[src/rtl/seq_mult_ctrl.sv]
// Sequential unsigned shift-and-add multiplier: one operand pair per start,
// WIDTH iterations through a single time-shared adder, one-cycle done pulse.
module seq_mult_ctrl #(
    parameter int WIDTH = 8
) (
    input  logic               clock,
    input  logic               reset_L,
    input  logic               start,
    input  logic [WIDTH-1:0]   A,
    input  logic [WIDTH-1:0]   B,
    output logic               ready,
    output logic               busy,
    output logic               done,
    output logic [2*WIDTH-1:0] product
);
    localparam int CW = (WIDTH > 1) ? $clog2(WIDTH) : 1;

    typedef enum logic [1:0] {IDLE, CALC, DONE} state_t;

    state_t             state, state_nxt;
    logic [2*WIDTH-1:0] acc, mcand;
    logic [WIDTH-1:0]   mplier;
    logic [CW-1:0]      count;
    logic               last_iter;

    // The edge that sees count==WIDTH-1 performs the final iteration.
    assign last_iter = (count == CW'(WIDTH - 1));

    always_ff @(posedge clock or negedge reset_L) begin
        if (!reset_L) state <= IDLE;
        else          state <= state_nxt;
    end

    always_comb begin
        state_nxt = state;
        ready     = 1'b0;
        busy      = 1'b0;
        done      = 1'b0;
        unique case (state)
            IDLE: begin
                ready = 1'b1;
                if (start) state_nxt = CALC;
            end
            CALC: begin
                busy = 1'b1;
                if (last_iter) state_nxt = DONE;
            end
            DONE: begin
                done      = 1'b1;
                state_nxt = IDLE;
            end
            default: state_nxt = IDLE;
        endcase
    end

    always_ff @(posedge clock or negedge reset_L) begin
        if (!reset_L) begin
            acc    <= '0;
            mcand  <= '0;
            mplier <= '0;
            count  <= '0;
        end else begin
            unique case (state)
                IDLE: begin
                    if (start) begin
                        mcand  <= {{WIDTH{1'b0}}, A};
                        mplier <= B;
                        acc    <= '0;
                        count  <= '0;
                    end
                end
                CALC: begin
                    // Runs all WIDTH iterations even once mplier is zero.
                    if (mplier[0]) acc <= acc + mcand;
                    mcand  <= mcand << 1;
                    mplier <= mplier >> 1;
                    count  <= count + CW'(1);
                end
                default: ;
            endcase
        end
    end

    assign product = acc;
endmodule
[config.mk]
export PLATFORM = sky130hd
export DESIGN_NAME = seq_mult_ctrl
export DESIGN_NICKNAME = d
export VERILOG_FILES = /design/src/rtl/seq_mult_ctrl.sv
export SDC_FILE = /design/constraint.sdc
export NUM_CORES = 1
export LEC_CHECK = 0
export CAP_MARGIN = 20
export CELL_PAD_IN_SITES_DETAIL_PLACEMENT = 0
export CELL_PAD_IN_SITES_GLOBAL_PLACEMENT = 2
export CORE_MARGIN = 4
export CORE_UTILIZATION = 36
export CTS_BUF_LIST = sky130_fd_sc_hd__clkbuf_4 sky130_fd_sc_hd__clkbuf_8 sky130_fd_sc_hd__clkbuf_16
export CTS_CLUSTER_SIZE = 40
export DETAILED_ROUTE_END_ITERATION = 12
export PLACE_DENSITY_LB_ADDON = 0.1
export SLEW_MARGIN = 5
export SYNTH_ARGS = -nofsm -noshare
export SYNTH_HDL_FRONTEND = slang
export SYNTH_SLANG_ARGS = --single-unit
export TNS_END_PERCENT = 10
[constraint.sdc]
create_clock -name clock -period 4.6 [get_ports clock]
set_input_delay 1.15 -clock clock [delete_from_list [all_inputs] [get_ports clock]]
set_output_delay 1.15 -clock clock [all_outputs]
set_load 0.01 [all_outputs]
# Word-level counts from Yosys, hierarchy flattened

Cells that the tools add are included.

Register bits: 45
Bits of input ports: 19
Output and inout bits: 19
Logic and storage cells: 33

$add $sub $neg: 2
Eq/ne operators: 6
Muxes and demuxes: 15
Reduce and logical (&&, ||, !) cells: 5

Operators with widths:

| kind                  | number |
|---|---|
| $pmux W16 S2          | 2 |
| $mux W16              | 3 |
| $add A16 B16 Y16      | 1 |
| $pmux W8 S2           | 1 |
| $mux W8               | 1 |
| $ne A2 B2 Y1 const B  | 3 |
| $pmux W3 S2           | 1 |
| $mux W2               | 2 |
| $pmux W2 S2           | 1 |
| $reduce_and A2 Y1     | 2 |
| $add A3 B1 Y3 const B | 1 |
| $eq A3 B3 Y1 const B  | 1 |
| $mux W1               | 3 |
| $mux W3               | 1 |
| $reduce_and A3 Y1     | 1 |
| $eq A2 B1 Y1 const B  | 1 |
| $eq A2 B2 Y1 const B  | 1 |
| $logic_not A2 Y1      | 1 |
| $reduce_bool A2 Y1    | 1 |

# Depth between registers and ports, before layout

Gate-level depths: netlist of the first run.

Word-level depth: 3
Depth in mapped cells: 9
Gate-level depth less buffers: 9

# Worst setup path after synthesis of the first run

OpenSTA, ideal clock, no wires.

Kind: input -> register
From: input start
To: register acc[12] (netlist: product[12])
Library setup time: 0.122 ns
Data arrival time: 2.284 ns
Required time: 4.478 ns
Slack: 2.194 ns
Stages: 7
Buffers on the path: 3
Cells stage by stage: nor2b_1 clkbuf_1 a21oi_1 or2_2 clkbuf_1 buf_2 a32o_1

Longest elaborated chain between the ends: 2

RTL lines:

| item                        | RTL line | text |
|---|---|---|
| start: declaration          | 8        | `input logic start,` |
| $ne A2 B2 Y1 (no line)      | n/a      |  |
| $reduce_and A3 Y1 (no line) | n/a      |  |
| end signal: assignment      | 74       | `if (mplier[0]) acc <= acc + mcand;` |
| end: declaration            | 21       | `logic [2*WIDTH-1:0] acc, mcand;` |

Every way passes these cells.
A chain may end at the register's enable or synchronous reset.

# Worst setup path after layout of the first run

From: register state[1]
To: output busy

Longest elaborated chain between the ends: 2

RTL lines:

| item                     | RTL line | text |
|---|---|---|
| start: declaration       | 20       | `state_t state, state_nxt;` |
| start signal: assignment | 31       | `else state <= state_nxt;` |
| $eq A2 B1 Y1             | 39       | `unique case (state)` |
| $mux W1                  | 39       |  |
| end: declaration         | 12       | `output logic busy,` |

Every way passes these cells.

==> reports/metrics.yaml, run 1 <==
grt_pass1_vias: 2055
route.vias.total: 2175
synth_area_sq_mm: 0.00263
rows: 30
min_path_type: "reg2reg"
cp.arrival_ps: 2060
yosysUniqueCellTypes: 44
hold_viol: 0
drt_iter0_drc: 100
dp_slack_ps: 1070
die-area_sq_mm: 0.00875
rsz0062_at_grt: "no"
diodes: 0
reg2reg_depth: 9
final_nets: 351
antenna_found_initial: 0
power_density_mw_per_mm2: 604
drive_above_1_share: 0.0571
worstSetupEndpointType: "output pin"
hold_depth: 2
fmax_ghz: 0.311
routed_wirelength_um: 6640
grt_usage: 0.159
cp_max_fo: 23
clk_latency_ps: 300
core-area_sq_mm: 0.00694
async_flop_share: 1.00
cts_tree: "done"
mostFrequentLayoutCell: "dfrtp_1"
p_leak_uw: 0.00139
final_antenna_net_count: 0
die_w_um: 93.5
grt_max_degree: 46
cts_sinks: 45
rrSetupSlack_ps: 2220
area_growth_pct: 21.0
ys_ff_latch: 45
hold_start: "mplier[3]"
syn-instance-count: 282
ir_worst_vdd_v: 0.000220
crit_required_ps: 3450
dr.pass1.iters: 4
drc: 0
grt_pass1_wl_um: 10900
viasPerCell: 5.29
fin_skew_ps: 5.24
synth_area_per_cell_sq_um: 9.34
finalWorstSetupSlack_ps: 1390
gp_congestion: 0.769
hpwl_um: 4650
relSlewSlack: 0.454
synth_fp_nets: 319
synth_edf_count: 0
synth_top_family_by_area: "compound AO/OA/AOI/OAI gates"
io_pins: 38
period_share: 0.698
clock_path_buffers: 2
cp-start-kind: "flip-flop"
ys.flop_type: "dfrtp_1"
synthXorXnorAreaFrac: 0.0299
layout_common_cells: "dfrtp_1, o21ai_0, clkdlybuf4s50_1"
report.final.slew_viol_count: 0
die_y_um: 93.5
overflow: 0
wl_per_cell_um: 16.2
root_buffer: "clkbuf_8"
yosys_warnings: 0
drv_cap: 0
path_class: "reg2out"
synth-seq-area-share: 0.428
regToRegEndpoint: "product[10]"
cts_inserted_buffers: 5
status: "complete, no violations"
min_to: "mplier[3]"
synthSimpleGateAreaFrac: 0.142
io_buffers: 37
hold_buffers: 0
final.setup.tns_ps: 0
synth_mux_area_frac: 0.00428
synth_fa_ha_area_frac: 0.0884
initial_core_util: 0.379
synth_compound_area_frac: 0.272
htree_levels: 2
post_cts_buffers: 0
r2r-start: "product[0]"
cts_resized: 0
setup-violations-final: 0
tightest_slew_ps: 818
min_period_ps: 3210
path_clk_slew_ps: 100
## synthesized netlist by cell type, drive strengths merged, types with 5 or more instances
library cell / count / area share
a21o: 5 / 0.014
a21oi: 28 / 0.053
a22o: 12 / 0.040
a22oi: 13 / 0.037
clkbuf: 14 / 0.020
dfrtp: 45 / 0.43
ha: 17 / 0.081
inv: 7 / 0.010
nand2: 27 / 0.038
nor2: 8 / 0.011
nor2b: 15 / 0.036
o21ai: 38 / 0.072
xnor2: 5 / 0.017
## layer usage
metal  wire length (um)  GRT usage  vias up
li1                   -          -     1099
met1               3340      0.236     1034
met2               2990      0.236       35
met3                237     0.0298        7
met4                 82     0.0379        0
met5                  0          0        -
## sequential cells by signal (all words and copies together) (netlist names)
signal / flops
mcand: 16
state: 2
product: 16
mplier: 8
count: 3
## through the flow
step / hold WS (ps) / area, sq um / std cells / util / total power, uW
after global routing: 517 / 3190 / 411 / 0.459 / 2110
after floorplan: 450 / 2630 / 282 / - / 1330
after CTS: 494 / 3170 / 410 / 0.456 / 1950
after global placement: 463 / 3070 / 402 / 0.442 / 1670
after detailed placement: 471 / 3070 / 402 / 0.442 / 1680
final: 489 / 3190 / 411 / 0.459 / 1920
## how the worst max path moves through the flow
stage / startpoint / end / slack (ps) / cells past startpoint
after floorplan: start / product[12] / 2190 / 7
after global placement: start / product[15] / 1110 / 5
after detailed placement: start / product[15] / 1070 / 5
after CTS: state[1] / busy / 1350 / 3
after global routing: start / product[15] / 1230 / 5
final: state[1] / busy / 1390 / 3
## cells by family (layout without fill, tap and decap cells)
logic type | count (synthesis) | count (layout)
AO/OA/AOI/OAI | 113 | 113
XOR/XNOR | 9 | 9
adder cells (fa/ha/maj) | 18 | 18
buffers and inverters | 23 | 56
flip-flops | 45 | 45
multiplexers | 1 | 1
AND/OR/NAND/NOR | 73 | 73
## final cells by class
type	count	area, sq um
Fill cell	692	3760
Tap cell	96	120
Clock inverter	3	25.0
Multi-Input combinational cell	214	1410
Timing Repair Buffer	41	408
Inverter	7	26.3
Clock buffer	5	68.8
Sequential cell	45	1130
## worst max-delay path, cell delays in order, from the launching register on
cell and delay [ps]:
dfrtp_1 660, nor2b_1 210, buf_4 280, clkdlybuf4s50_1 590
## power breakdown
| part | switching (uW) | total [uW] | internal, uW |
|---|---|---|---|
| Sequential | 140 | 688 | 548 |
| Combinational | 530 | 971 | 441 |
| Clock | 154 | 264 | 110 |
| Total | 824 | 1920 | 1100 |
Power figures use the tool's default switching activity.
==> inputs of run 2 (changes only) <==
Settings changed: CORE_UTILIZATION 36 to 34.
Clock period 4.6 ns to 3.2 ns, I/O delays scaled along.
==> run 2 against run 1 <==
Against the previous run: worst setup slack got worse by 610 ps; final area rose by 1.1%; clock skew rose by 5.3 ps; combinational power rose by 45%; flip-flop and latch count did not move; clock-buffer cell count did not move; highest routed layer unchanged; clock power rose by 47%.
==> reports/metrics.yaml, run 2 (synthesis results as in run 1) <==
status: "complete, no violations"
cts_sinks: 45
grt_pass1_wl_um: 11400
routed_wirelength_um: 6960
io_pins: 38
overflow: 0
layout_common_cells: "dfrtp_1, o21ai_0, clkdlybuf4s50_1"
rows: 31
path_clk_slew_ps: 100
grt_usage: 0.162
reg2reg_depth: 7
grt_pass1_vias: 2190
viasPerCell: 5.33
grt_max_degree: 46
setup-violations-final: 0
num-fill-cells: 753
power_density_mw_per_mm2: 867
dp.cells: 409
dr.pass1.iters: 4
cp.arrival_ps: 2600
fin_cells: 418
io_buffers: 37
hpwl_um: 4820
cts_resized: 0
die_w_um: 96.0
cp-start-kind: "flip-flop"
crit_required_ps: 3370
die_y_um: 96.0
initial_core_util: 0.357
drv_cap: 0
seqCellArea_sq_mm: 0.00113
period_share: 0.757
clk_latency_ps: 310
wl_per_cell_um: 16.6
root_buffer: "clkbuf_8"
path_class: "reg2reg"
mostFrequentLayoutCell: "dfrtp_1"
tightest_slew_ps: 566
route.vias.total: 2230
dp_slack_ps: 704
power_uw: 2790
final.setup.tns_ps: 0
hold_buffers: 0
min_period_ps: 2420
drt_iter0_drc: 104
hold_viol: 0
fin_skew_ps: 10.6
ir_worst_vdd_v: 0.000288
drive_above_1_share: 0.0690
drc: 0
rrSetupSlack_ps: 780
clock_path_buffers: 2
rsz0062_at_grt: "no"
post_cts_buffers: 0
r2r-start: "mcand[1]"
worstSetupEndpointType: "flip-flop"
antenna_found_initial: 0
die-area_sq_mm: 0.00921
fmax_ghz: 0.413
htree_levels: 2
cts_tree: "done"
p_leak_uw: 0.00141
final_antenna_net_count: 0
relSlewSlack: 0.622
min_path_type: "in2async"
final_nets: 355
gp_congestion: 0.791
finalWorstSetupSlack_ps: 777
core-area_sq_mm: 0.00737
cts_inserted_buffers: 5
cp_max_fo: 4
area_growth_pct: 22.3
diodes: 0
multiInputGateArea_sq_mm: 0.00141
report.final.slew_viol_count: 0
regToRegEndpoint: "product[13]"
[run 2: per-stage QoR]
step	utilization	hold WS [ps]	cell area [sq um]
final	0.437	345	3220
after global routing	0.437	348	3220
after CTS	0.434	493	3200
after detailed placement	0.421	470	3110
after global placement	0.421	461	3110
after floorplan	-	450	2630
[run 2: routing by layer]
layer	vias to the layer above	track usage	part of all wire
met5	-	0	0
met4	0	0.0391	0.011
met3	10	0.0313	0.037
met2	51	0.245	0.44
met1	1060	0.237	0.51
li1	1109	-	-
[run 2: critical path: stages (launching register included)]
cell	delay (ps)
dfrtp_1	450
ha_1	310
a211oi_1	290
o21ai_0	200
a221oi_1	570
o21ai_0	220
xnor2_1	160
o21ai_0	80
[run 2: cell type report]
cell class / instances / area share
well taps: 99 / 0.0385
repair buffers: 45 / 0.136
inverters: 7 / 0.00816
flip-flops and latches: 45 / 0.350
clock inverters: 3 / 0.00777
clock buffers: 5 / 0.0214
multi-input cells: 214 / 0.438
[run 2: worst max-delay path by stage]
stage          slack (ps)  depth (start not counted)        from           to
4_1_cts               770                          2    state[0]         busy
3_3_place_gp          710                          5       start  product[15]
6_report              780                          7    mcand[1]  product[13]
2_1_floorplan        1010                          8  product[8]  product[15]
3_5_place_dp          700                          5       start  product[15]
5_1_grt               620                          7  product[1]  product[13]
[run 2: where the power goes]
part	total (uW)	leakage (uW)	internal, uW	switching [uW]
Combinational	1410	0.000772	642	765
Clock	388	0.0000447	158	230
Sequential	994	0.000593	787	207
==> inputs of run 3 (changes only) <==
Clock period 3.2 ns to 2.4 ns, I/O delays scaled along.
==> run 3 against run 2 <==
Against the previous run: critical path depth unchanged; core utilization increased by 1.2 points; clock skew up 1.2 ps; worst hold slack improved by 33 ps; maximum frequency is 6.7% higher; worst setup slack got worse by 650 ps; register-to-register slack got worse by 650 ps; clock-buffer cell count unchanged; clock power is 31% higher; global-route usage fell by 0.25 points; critical path type unchanged.
==> reports/metrics.yaml, run 3 (synthesis results as in run 1) <==
status: "complete, no violations"
crit_path_max_incr_delay_ps: 420
cts_sinks: 45
hpwl_um: 5130
crit_required_ps: 2590
fin_skew_ps: 11.7
placed_area_sq_mm: 0.00319
finalWorstSetupSlack_ps: 130
setup-violations-final: 0
grt_pass1_wl_um: 11300
hold_buffers: 0
route.vias.total: 2280
min_path_type: "in2async"
power_density_mw_per_mm2: 1170
drc: 0
path_delay_family: "compound AO/OA/AOI/OAI gates"
wl_per_cell_um: 16.4
drive_above_1_share: 0.119
path_clk_slew_ps: 100
period_share: 0.946
fmax_ghz: 0.440
io_buffers: 37
drt_iter0_drc: 84
grt_max_degree: 46
rsz0062_at_grt: "no"
drv_cap: 0
io_pins: 38
viasPerCell: 5.33
cp_max_fo: 8
crit_chain: "ha_1 -> a21o_1 -> a31oi_1 -> o22ai_1 -> or3_1 -> and2_0 -> a221o_1"
cp.arrival_ps: 2460
hold_slack_ps: 377
htree_levels: 2
gp_congestion: 0.776
grt_usage: 0.160
die_y_um: 96.0
overflow: 0
clk_latency_ps: 300
dr.pass1.iters: 4
diodes: 0
layout_common_cells: "dfrtp_1, o21ai_0, clkdlybuf4s50_1"
final_nets: 365
final_antenna_net_count: 0
power_uw: 3870
dp_slack_ps: -2.50
critPathSlowestCell: "dfrtp_1"
rows: 31
relSlewSlack: 0.606
area_growth_pct: 25.7
cts_tree: "done"
tightest_slew_ps: 591
clock_path_buffers: 2
post_cts_buffers: 0
ir_worst_vdd_v: 0.000405
finalInstanceArea_sq_mm: 0.00331
p_leak_uw: 0.00146
initial_core_util: 0.357
cp-start-kind: "flip-flop"
hold_viol: 0
die-area_sq_mm: 0.00921
root_buffer: "clkbuf_8"
die_w_um: 96.0
mostFrequentLayoutCell: "dfrtp_1"
min_period_ps: 2270
core-area_sq_mm: 0.00737
path_class: "reg2reg"
report.final.slew_viol_count: 0
cts_inserted_buffers: 5
routed_wirelength_um: 7000
antenna_found_initial: 0
crit_buf_inv: 0
rrSetupSlack_ps: 130
grt_pass1_vias: 2132
worstSetupEndpointType: "flip-flop"
-- run 3: routing by layer --
layer  wire length (um)  vias up  track usage
met4                 96        0       0.0403
li1                   -     1123            -
met3                345        6       0.0328
met2               3080       52        0.233
met5                  0        -            0
met1               3480     1099        0.239
-- run 3: path summary, 6_finish.rpt --
check / cells after the start / start / to
min reg2reg: 2 / mplier[2] / mplier[2]
min: 2 / reset_L / product[14]
max in group asynchronous: 2 / reset_L / mcand[5]
max reg2reg: 7 / mcand[8] / product[15]
max: 7 / mcand[8] / product[15]
min in group clock: 2 / mplier[2] / mplier[2]
-- run 3: area by class of cell --
cell class,count,area [sq um]
sequential,45,1130
clock buffer,5,68.8
multi-input combinational,214,1440
tap,99,124
timing repair buffer,55,500
clock inverter,3,25.0
fill,732,4060
inverter,7,26.3
-- run 3: repair_timing --
item                       CTS  global route
pin swaps                    0             0
gates resized for setup      1             6
setup endpoints to repair    1             4
-- run 3: stage by stage --
step / TNS, ps / instances / utilization
after floorplan: 0 / 282 / -
after CTS: 0 / 428 / 0.446
after detailed placement: -2.50 / 420 / 0.433
after global routing: 0 / 428 / 0.449
after global placement: 0 / 420 / 0.433
final: 0 / 428 / 0.449
-- run 3: power by group --
part           total [uW]  internal [uW]  switching (uW)
Sequential           1320           1050             274
Combinational        2040            958            1080
Clock                 510            211             299
